<file path="config.mk">
export PLATFORM = sky130hd
export DESIGN_NAME = game_state_ctrl
export DESIGN_NICKNAME = d
export VERILOG_FILES = /design/src/rtl/game_state_ctrl.sv
export SDC_FILE = /design/constraint.sdc
export NUM_CORES = 1
export LEC_CHECK = 0
export CAP_MARGIN = 10
export CORE_UTILIZATION = 57
export CTS_BUF_LIST = sky130_fd_sc_hd__clkbuf_4
export CTS_CLUSTER_SIZE = 14
export DETAILED_ROUTE_END_ITERATION = 7
export HOLD_SLACK_MARGIN = 0.12
export PLACE_DENSITY = 0.87
export SLEW_MARGIN = 0
export SYNTH_ARGS = -nofsm -noshare
export SYNTH_HDL_FRONTEND = slang
export SYNTH_SLANG_ARGS = --single-unit
</file>
<file path="constraint.sdc">
create_clock -name clk -period 2 [get_ports clk]
set_clock_uncertainty 0.1 [all_clocks]
set_input_delay 0.4 -clock clk [delete_from_list [all_inputs] [get_ports clk]]
set_output_delay 0.4 -clock clk [all_outputs]
set_load 0.05 [all_outputs]
</file>
<file path="src/rtl/game_state_ctrl.sv">
// ---------------------------------------------------------------------------
// game_state_ctrl
//
// Top-level game state generator for the dance game. Raw buttons and the
// pause switch are synchronised into the clk domain. The two buttons are
// also debounced into one-cycle press pulses. A four-state FSM
// (RESET/PAUSE/GAME/OVER) drives the display mux, arrow scroller and score
// logic. The block also holds the combo display on for a fixed time and
// pulses a strobe on every state change.
//
// Optional feature (compile-time macro GAME_STATE_LIFE_OVER_EN):
//   defined   - GAME moves to OVER when life reaches zero.
//   undefined - life is ignored, OVER is unreachable, game_over is tied 0.
//
// Parameters:
//   STATE_BITS        MSB index of the state bus (bus is STATE_BITS+1 wide)
//   LIFE_W            width of the life input
//   SYNC_STAGES       flops per input synchroniser (>= 2)
//   DEBOUNCE_CYCLES   stable cycles before a button level is accepted (>= 1)
//   COMBO_HOLD_CYCLES combo display hold time; 0 selects level mode
//
// Ports:
//   clk              system clock
//   rst_n            asynchronous active-low reset
//   btn_reset        raw reset button, active-high, asynchronous
//   btn_combo        raw combo-display button, active-high, asynchronous
//   pause_sw         raw pause switch, 1 = paused
//   life             remaining lives from the score logic (unsigned)
//   output_state     RESET=0, PAUSE=1, GAME=2, OVER=3
//   display_combo_en high while the combo display is shown
//   game_over        high while in OVER
//   state_changed    one-cycle strobe on the first cycle of a new state
// ---------------------------------------------------------------------------
module game_state_ctrl #(
    parameter int STATE_BITS        = 1,
    parameter int LIFE_W            = 3,
    parameter int SYNC_STAGES       = 2,
    parameter int DEBOUNCE_CYCLES   = 250000,
    parameter int COMBO_HOLD_CYCLES = 50000000
) (
    input  logic              clk,
    input  logic              rst_n,
    input  logic              btn_reset,
    input  logic              btn_combo,
    input  logic              pause_sw,
    input  logic [LIFE_W-1:0] life,
    output logic [STATE_BITS:0] output_state,
    output logic              display_combo_en,
    output logic              game_over,
    output logic              state_changed
);

    localparam int SW = STATE_BITS + 1;
    localparam int DB_W = (DEBOUNCE_CYCLES > 1) ? $clog2(DEBOUNCE_CYCLES) : 1;

    typedef enum logic [STATE_BITS:0] {
        S_RESET = SW'(0),
        S_PAUSE = SW'(1),
        S_GAME  = SW'(2),
        S_OVER  = SW'(3)
    } state_t;

    // Raw input order inside the synchroniser bank.
    localparam int I_RESET = 0;
    localparam int I_COMBO = 1;
    localparam int I_PAUSE = 2;

    // -----------------------------------------------------------------------
    // Input synchronisers
    // -----------------------------------------------------------------------
    logic [2:0]                  raw_in;
    logic [2:0][SYNC_STAGES-1:0] sync_q;
    logic [2:0]                  sync_out;

    assign raw_in = {pause_sw, btn_combo, btn_reset};

    // NOTE: sequential state uses non-blocking assignments and an async
    // reset in the sensitivity list, so every flop clears the moment rst_n
    // falls, without waiting for a clock edge.
    always_ff @(posedge clk or negedge rst_n) begin
        if (!rst_n) begin
            sync_q <= '0;
        end else begin
            for (int i = 0; i < 3; i++) begin
                sync_q[i] <= {sync_q[i][SYNC_STAGES-2:0], raw_in[i]};
            end
        end
    end

    always_comb begin
        for (int i = 0; i < 3; i++) begin
            sync_out[i] = sync_q[i][SYNC_STAGES-1];
        end
    end

    logic pause_s;
    assign pause_s = sync_out[I_PAUSE];

    // -----------------------------------------------------------------------
    // Button debounce: index 0 = reset button, index 1 = combo button.
    // The accepted level only flips after DEBOUNCE_CYCLES consecutive cycles
    // that disagree with it. Only a 0->1 flip produces a press pulse.
    // -----------------------------------------------------------------------
    logic [1:0]           btn_s;
    logic [1:0][DB_W-1:0] db_cnt;
    logic [1:0]           db_level;
    logic [1:0]           db_press;

    assign btn_s = {sync_out[I_COMBO], sync_out[I_RESET]};

    always_ff @(posedge clk or negedge rst_n) begin
        if (!rst_n) begin
            db_cnt   <= '0;
            db_level <= '0;
            db_press <= '0;
        end else begin
            for (int i = 0; i < 2; i++) begin
                db_press[i] <= 1'b0;
                if (btn_s[i] == db_level[i]) begin
                    db_cnt[i] <= '0;
                end else if (db_cnt[i] == DB_W'(DEBOUNCE_CYCLES - 1)) begin
                    db_level[i] <= btn_s[i];
                    db_press[i] <= btn_s[i];
                    db_cnt[i]   <= '0;
                end else begin
                    db_cnt[i] <= db_cnt[i] + 1'b1;
                end
            end
        end
    end

    logic reset_press;
    logic combo_press;
    logic combo_level;

    assign reset_press = db_press[0];
    assign combo_press = db_press[1];
    assign combo_level = db_level[1];

    // -----------------------------------------------------------------------
    // Game FSM
    // -----------------------------------------------------------------------
    state_t state;
    state_t next_state;
    logic   lives_out;
    logic   game_over_q;
    logic   state_changed_q;

`ifdef GAME_STATE_LIFE_OVER_EN
    assign lives_out = (state == S_GAME) && (life == '0);
    assign game_over = game_over_q;
`else
    // Life has no effect in this build; OVER can never be entered.
    logic unused_life_over;
    assign unused_life_over = ^{life, game_over_q};
    assign lives_out        = 1'b0;
    assign game_over        = 1'b0;
`endif

    // NOTE: next_state gets a default before the case so that every path
    // assigns it and no latch is inferred.
    always_comb begin
        next_state = state;
        case (state)
            S_RESET: next_state = pause_s ? S_PAUSE : S_GAME;
            S_GAME: begin
                if (lives_out) begin
                    next_state = S_OVER;
                end else if (pause_s) begin
                    next_state = S_PAUSE;
                end
            end
            S_PAUSE: begin
                if (reset_press) begin
                    next_state = S_RESET;
                end else if (!pause_s) begin
                    next_state = S_GAME;
                end
            end
            S_OVER: begin
                if (reset_press) begin
                    next_state = S_RESET;
                end
            end
            default: next_state = S_RESET;
        endcase
    end

    // Outputs are registered from next_state so they line up with the state
    // register itself rather than lagging it by a cycle.
    always_ff @(posedge clk or negedge rst_n) begin
        if (!rst_n) begin
            state           <= S_RESET;
            game_over_q     <= 1'b0;
            state_changed_q <= 1'b0;
        end else begin
            state           <= next_state;
            game_over_q     <= (next_state == S_OVER);
            state_changed_q <= (next_state != state);
        end
    end

    assign output_state  = state;
    assign state_changed = state_changed_q;

    // -----------------------------------------------------------------------
    // Combo display
    // -----------------------------------------------------------------------
    logic show_ok;
    logic combo_clear;
    logic combo_en_q;

    // The combo screen is only meaningful while the game is not running.
    assign show_ok     = (state == S_PAUSE) || (state == S_OVER);
    assign combo_clear = (next_state == S_GAME) || (next_state == S_RESET);

    if (COMBO_HOLD_CYCLES > 0) begin : g_hold
        localparam int HOLD_W = $clog2(COMBO_HOLD_CYCLES + 1);
        logic [HOLD_W-1:0] hold_cnt;

        // Counter holds the number of display cycles still to show; the
        // enable drops on the edge that takes it from 1 to 0.
        always_ff @(posedge clk or negedge rst_n) begin
            if (!rst_n) begin
                hold_cnt   <= '0;
                combo_en_q <= 1'b0;
            end else if (combo_clear) begin
                hold_cnt   <= '0;
                combo_en_q <= 1'b0;
            end else if (combo_press && show_ok) begin
                hold_cnt   <= HOLD_W'(COMBO_HOLD_CYCLES);
                combo_en_q <= 1'b1;
            end else if (hold_cnt != '0) begin
                hold_cnt   <= hold_cnt - 1'b1;
                combo_en_q <= (hold_cnt != HOLD_W'(1));
            end
        end
    end else begin : g_level
        always_ff @(posedge clk or negedge rst_n) begin
            if (!rst_n) begin
                combo_en_q <= 1'b0;
            end else begin
                combo_en_q <= combo_level && show_ok;
            end
        end
    end

    assign display_combo_en = combo_en_q;

endmodule
</file>
# Word level (Yosys, flattened, before mapping)
# Index checks and enable logic that the tools add are counted.
# word_totals
reg_bits	76
output_inout_bits	5
wordCells	56
# classes
add_sub_neg	3
eq_ne	10
mux	20
bitwise	2
n_reduce_logical	9
# op_table
op	count
26-bit 2-to-1 mux	3
18-bit 2-to-1 mux	4
18-bit by 1-bit adder with 18-bit output, second input constant	2
18-bit == test, second input constant	2
26-bit by 1-bit != test with 1-bit output, second input constant	1
26-bit nonzero test	1
26-bit by 1-bit subtractor with 26-bit output, second input constant	1
2-bit 2-to-1 mux	5
2-bit one-hot mux with 4 select lines	1
1-bit 2-to-1 mux	7
2-bit == test, second input constant	3
2-bit logical NOT	2
2-bit AND reduction	2
3-bit nonzero test	1
1-bit == test	2
2-bit by 1-bit == test with 1-bit output, second input constant	1
1-bit logical OR	2
2-bit != test	1
1-bit NOT	2
1-bit logical AND	1

# Logic depth before layout (Yosys ltp)
# depth
depth_word	6
ltp_mapped	8
depth_no_buf	7

# Worst setup path after synthesis
# OpenSTA, ideal clock, no wires.
# synth_timing
path_kind	reg-to-reg
startpoint	register g_hold.hold_cnt[0]
endpoint	register g_hold.hold_cnt[17]
t_arrival_ns	1.935
path_slack_ns	-0.166
stages_incl_launch_ff	9
path_buffers	1
cell_sequence	dfrtp_1 -> inv_1 -> ha_1 -> nor3b_1 -> nand3_1 -> or3_1 -> clkbuf_1 -> o21ai_2 -> a21oi_1
# synth_between
elab_chain_len	4
elab_cells_between_ends	6
cone_classes	add/sub (1); mux (3); reduce/logical (2)
# synth_lines
element	line	rtl
from (decl)	219	logic [HOLD_W-1:0] hold_cnt;
from (signal assigned)	231	hold_cnt <= HOLD_W'(COMBO_HOLD_CYCLES);
from (signal assigned)	234	hold_cnt <= hold_cnt - 1'b1;
26-bit by 1-bit subtractor with 26-bit output	234	
26-bit 2-to-1 mux	233	end else if (hold_cnt != '0) begin
26-bit 2-to-1 mux	230	end else if (combo_press && show_ok) begin
26-bit 2-to-1 mux	227	end else if (combo_clear) begin
# Several ways; a longest one is shown, not always the timed one. The select of a mux whose other input is x is not followed.
# A chain may end at the register's enable or synchronous reset.

# Worst setup path after layout
# layout_timing
startpoint	register g_hold.hold_cnt[1]
endpoint	register g_hold.hold_cnt[24]
# Same word-level chain as after synthesis.

==> results.ini <==
[final_layout]
diodes=0
drive_gt1_frac=0.2044
syn_to_final_growth_pct=18.39
layout.cells.non_filler=486
nets=418

[cts]
cts_tree=yes
clockBufferDepth=2
clk_latency_ns=0.44
cts.sinks=76
root_buffer=clkbuf_4
clk_pin_slew_ns=0.12
h-tree-depth=3
cts_buffers=9

[power]
clkPwrFrac=0.351
p_int_mw=1.982
swShare=0.2504
p_seq_frac=0.597
power_switching_mw=0.6621
power_frac_comb=0.052
p_leak_nw=2.017
peakVddDrop_v=0.0004565
power_density_nw_per_um2=614.6

[routing]
routed_wl_um=7575
first_pass_iters=5
wl_per_cell_um=15.59
via_per_inst=5.776
vias=2807
drc=0
drt_iter0_drc=187
antenna_left=0

[place]
gp_congestion=0.8284
io_buffers=8
dp.cells=462
place_hpwl_um=4930

[timing]
min_period_over_period=1.022
finalCriticalPeriod_ns=2.043
final_hold_viol_count=0
grt_setup_unrepaired=true
setup_slack_ns=-0.04312
relSlewSlack=0.6225
setup_viol=3
worst_pin_slew_ns=0.5648
setup_tns_ns=-0.05911
fmax_ghz=0.4894
slew_violations=0

[setup_path]
r2r_start=g_hold.hold_cnt[1]
startpoint_type=register
r2r_cells=7
r2r-end=g_hold.hold_cnt[24]
critPathRequiredTime_ns=2.26
critPathKind=register to register
critPathMaxFanout=6
worstPathArrival_ns=2.31
critPathCaptureType=register
reg2reg_slack_ns=-0.04

[synth]
synth_top_area_share=0.5234
synth_area_leaders=dfrtp_1 52%, xor2_1 7.0%, nor2_1 6.4%
synthCells=357
yosysMostFrequentCell=dfrtp_1
synth-seq-cells=76
synth_edf_count=0
synthDistinctLibCells=45
synth_common_cells=76 x dfrtp_1, 62 x nor2_1, 29 x xor2_1
yosys_warnings=0
ys.flop_type=dfrtp_1
syn_avg_cell_area_sq_um=10.18
syn_nets=369
yosys.area.top_type=dfrtp_1
async_flop_share=1.000
ys_seq_area_frac=0.5234
syn_area_sq_um=3633

[run_status]
violations=negative setup slack
outcome=complete, but fails checks

[die]
core_sq_um=6026
die_x_um=81.84
die-area_sq_um=6698
rows=28
initial_core_util=0.6030
die_h_um=81.84
pin_count=13

[global_route]
grtUsageMet2=0.4041
grt_pass1_vias=2764
antenna_found_initial=0
grt-ovfl-total=0
grt_max_degree=59
met3_usage=0.04667
grt_util_all_layers=0.2446
grt_pass1_wl_um=12270
busiest_layer=met2
grt_util_met1=0.3097

[run]
max_cap_viol_count=0

[min_path]
hold_path.class=input port to async pin

-- registers in the layout, summed over array words and instances, names as in the netlist --
name and flops:
btn_s 2, state_changed 1, db_level 2, pause_s 1
display_combo_en 1, g_hold.hold_cnt 26, output_state 2, db_cnt 36
db_press 2, sync_q 3
-- layer usage --
metal,share of wire,wire length [um],up-vias
li1,-,-,1337
met1,0.44,3317,1400
met2,0.51,3886,56
met3,0.035,266,14
met4,0.014,104,0
met5,0,0,-
-- through the flow --
step | total power [mW] | area, sq um | util | hold WS [ns] | setup slack (ns)
after floorplan | 1.674 | 3659 | - | 0.004409 | 0.002496
after global placement | 1.740 | 4015 | 0.6663 | 0.1953 | 0.009004
after detailed placement | 1.745 | 4015 | 0.6663 | 0.1958 | -0.02269
after CTS | 2.656 | 4154 | 0.6894 | 0.2615 | -0.03698
after global routing | 2.729 | 4302 | 0.7139 | 0.2735 | -0.1231
final | 2.644 | 4302 | 0.7139 | 0.2604 | -0.04312
-- layout make-up --
type                       count  area, sq um
inverter                       8        30.03
timing repair buffer          45        369.1
clock inverter                 6        55.05
tap                           75        93.84
sequential                    76         1902
multi-input combinational    266         1777
clock buffer                  10        75.07
fill                         440         1724
-- how the worst max path moves through the flow --
stage / startpoint / to / slack (ns) / cells after the start
2_1_floorplan: g_hold.hold_cnt[0] / g_hold.hold_cnt[17] / 0.002 / 8
3_3_place_gp: g_hold.hold_cnt[19] / g_hold.hold_cnt[23] / 0.009 / 5
3_5_place_dp: g_hold.hold_cnt[19] / g_hold.hold_cnt[23] / -0.02 / 5
4_1_cts: g_hold.hold_cnt[19] / g_hold.hold_cnt[23] / -0.04 / 5
5_1_grt: g_hold.hold_cnt[1] / g_hold.hold_cnt[24] / -0.12 / 7
6_report: g_hold.hold_cnt[1] / g_hold.hold_cnt[24] / -0.04 / 7
-- layout by cell type (no fill, tap or decap), drive strengths merged, types with 2 or more instances in the layout --
master,instances
nor3b,4
ha,4
nor2,62
nand2,22
nand2b,2
o211ai,3
inv,8
and4,4
nor4b,3
nor3,12
and3,6
clkbuf,10
xnor2,25
clkinv,4
nor4,12
o31ai,2
a21oi,12
buf,40
o21ai,11
a21o,2
mux2,2
or4,2
dfrtp,76
or3,2
a211oi,2
and2,2
nand3b,4
clkdlybuf4s50,3
xor2,29
nand3,21
nand4,9
-- power groups by stage --
stage	registers, mW	clock network [mW]	logic [mW]
after detailed placement	1.61	0	0.138
after global placement	1.60	0	0.135
after global routing	1.58	0.993	0.154
final	1.58	0.929	0.137
after CTS	1.58	0.939	0.140
after floorplan	1.62	0	0.0536
-- cells by family after synthesis --
kind of cell             share of synthesized area
other                                     0.001032
AO/OA/AOI/OAI                              0.05854
multiplexers                              0.008953
adder cells (fa/ha/maj)                    0.01377
XOR/XNOR                                    0.1302
AND/OR/NAND/NOR                             0.2466
buffers and inverters                      0.01756
flip-flops                                  0.5234
-- worst max-delay path: stages (launching register included) --
cell	delay [ns]
dfrtp_1	0.41
inv_2	0.09
ha_4	0.14
nor4b_1	0.29
nand4_1	0.21
buf_6	0.18
or4_1	0.40
a21oi_1	0.14
-- timing repair --
item | CTS | global route
pin swaps | 2 | 10
resized for setup | 1 | 18
hold buffers | 1 | 0
endpoints found under the hold margin | 76 | 0
setup endpoints to repair | 6 | 18
setup buffers | 0 | 7
(Power assumes the default switching activity.)
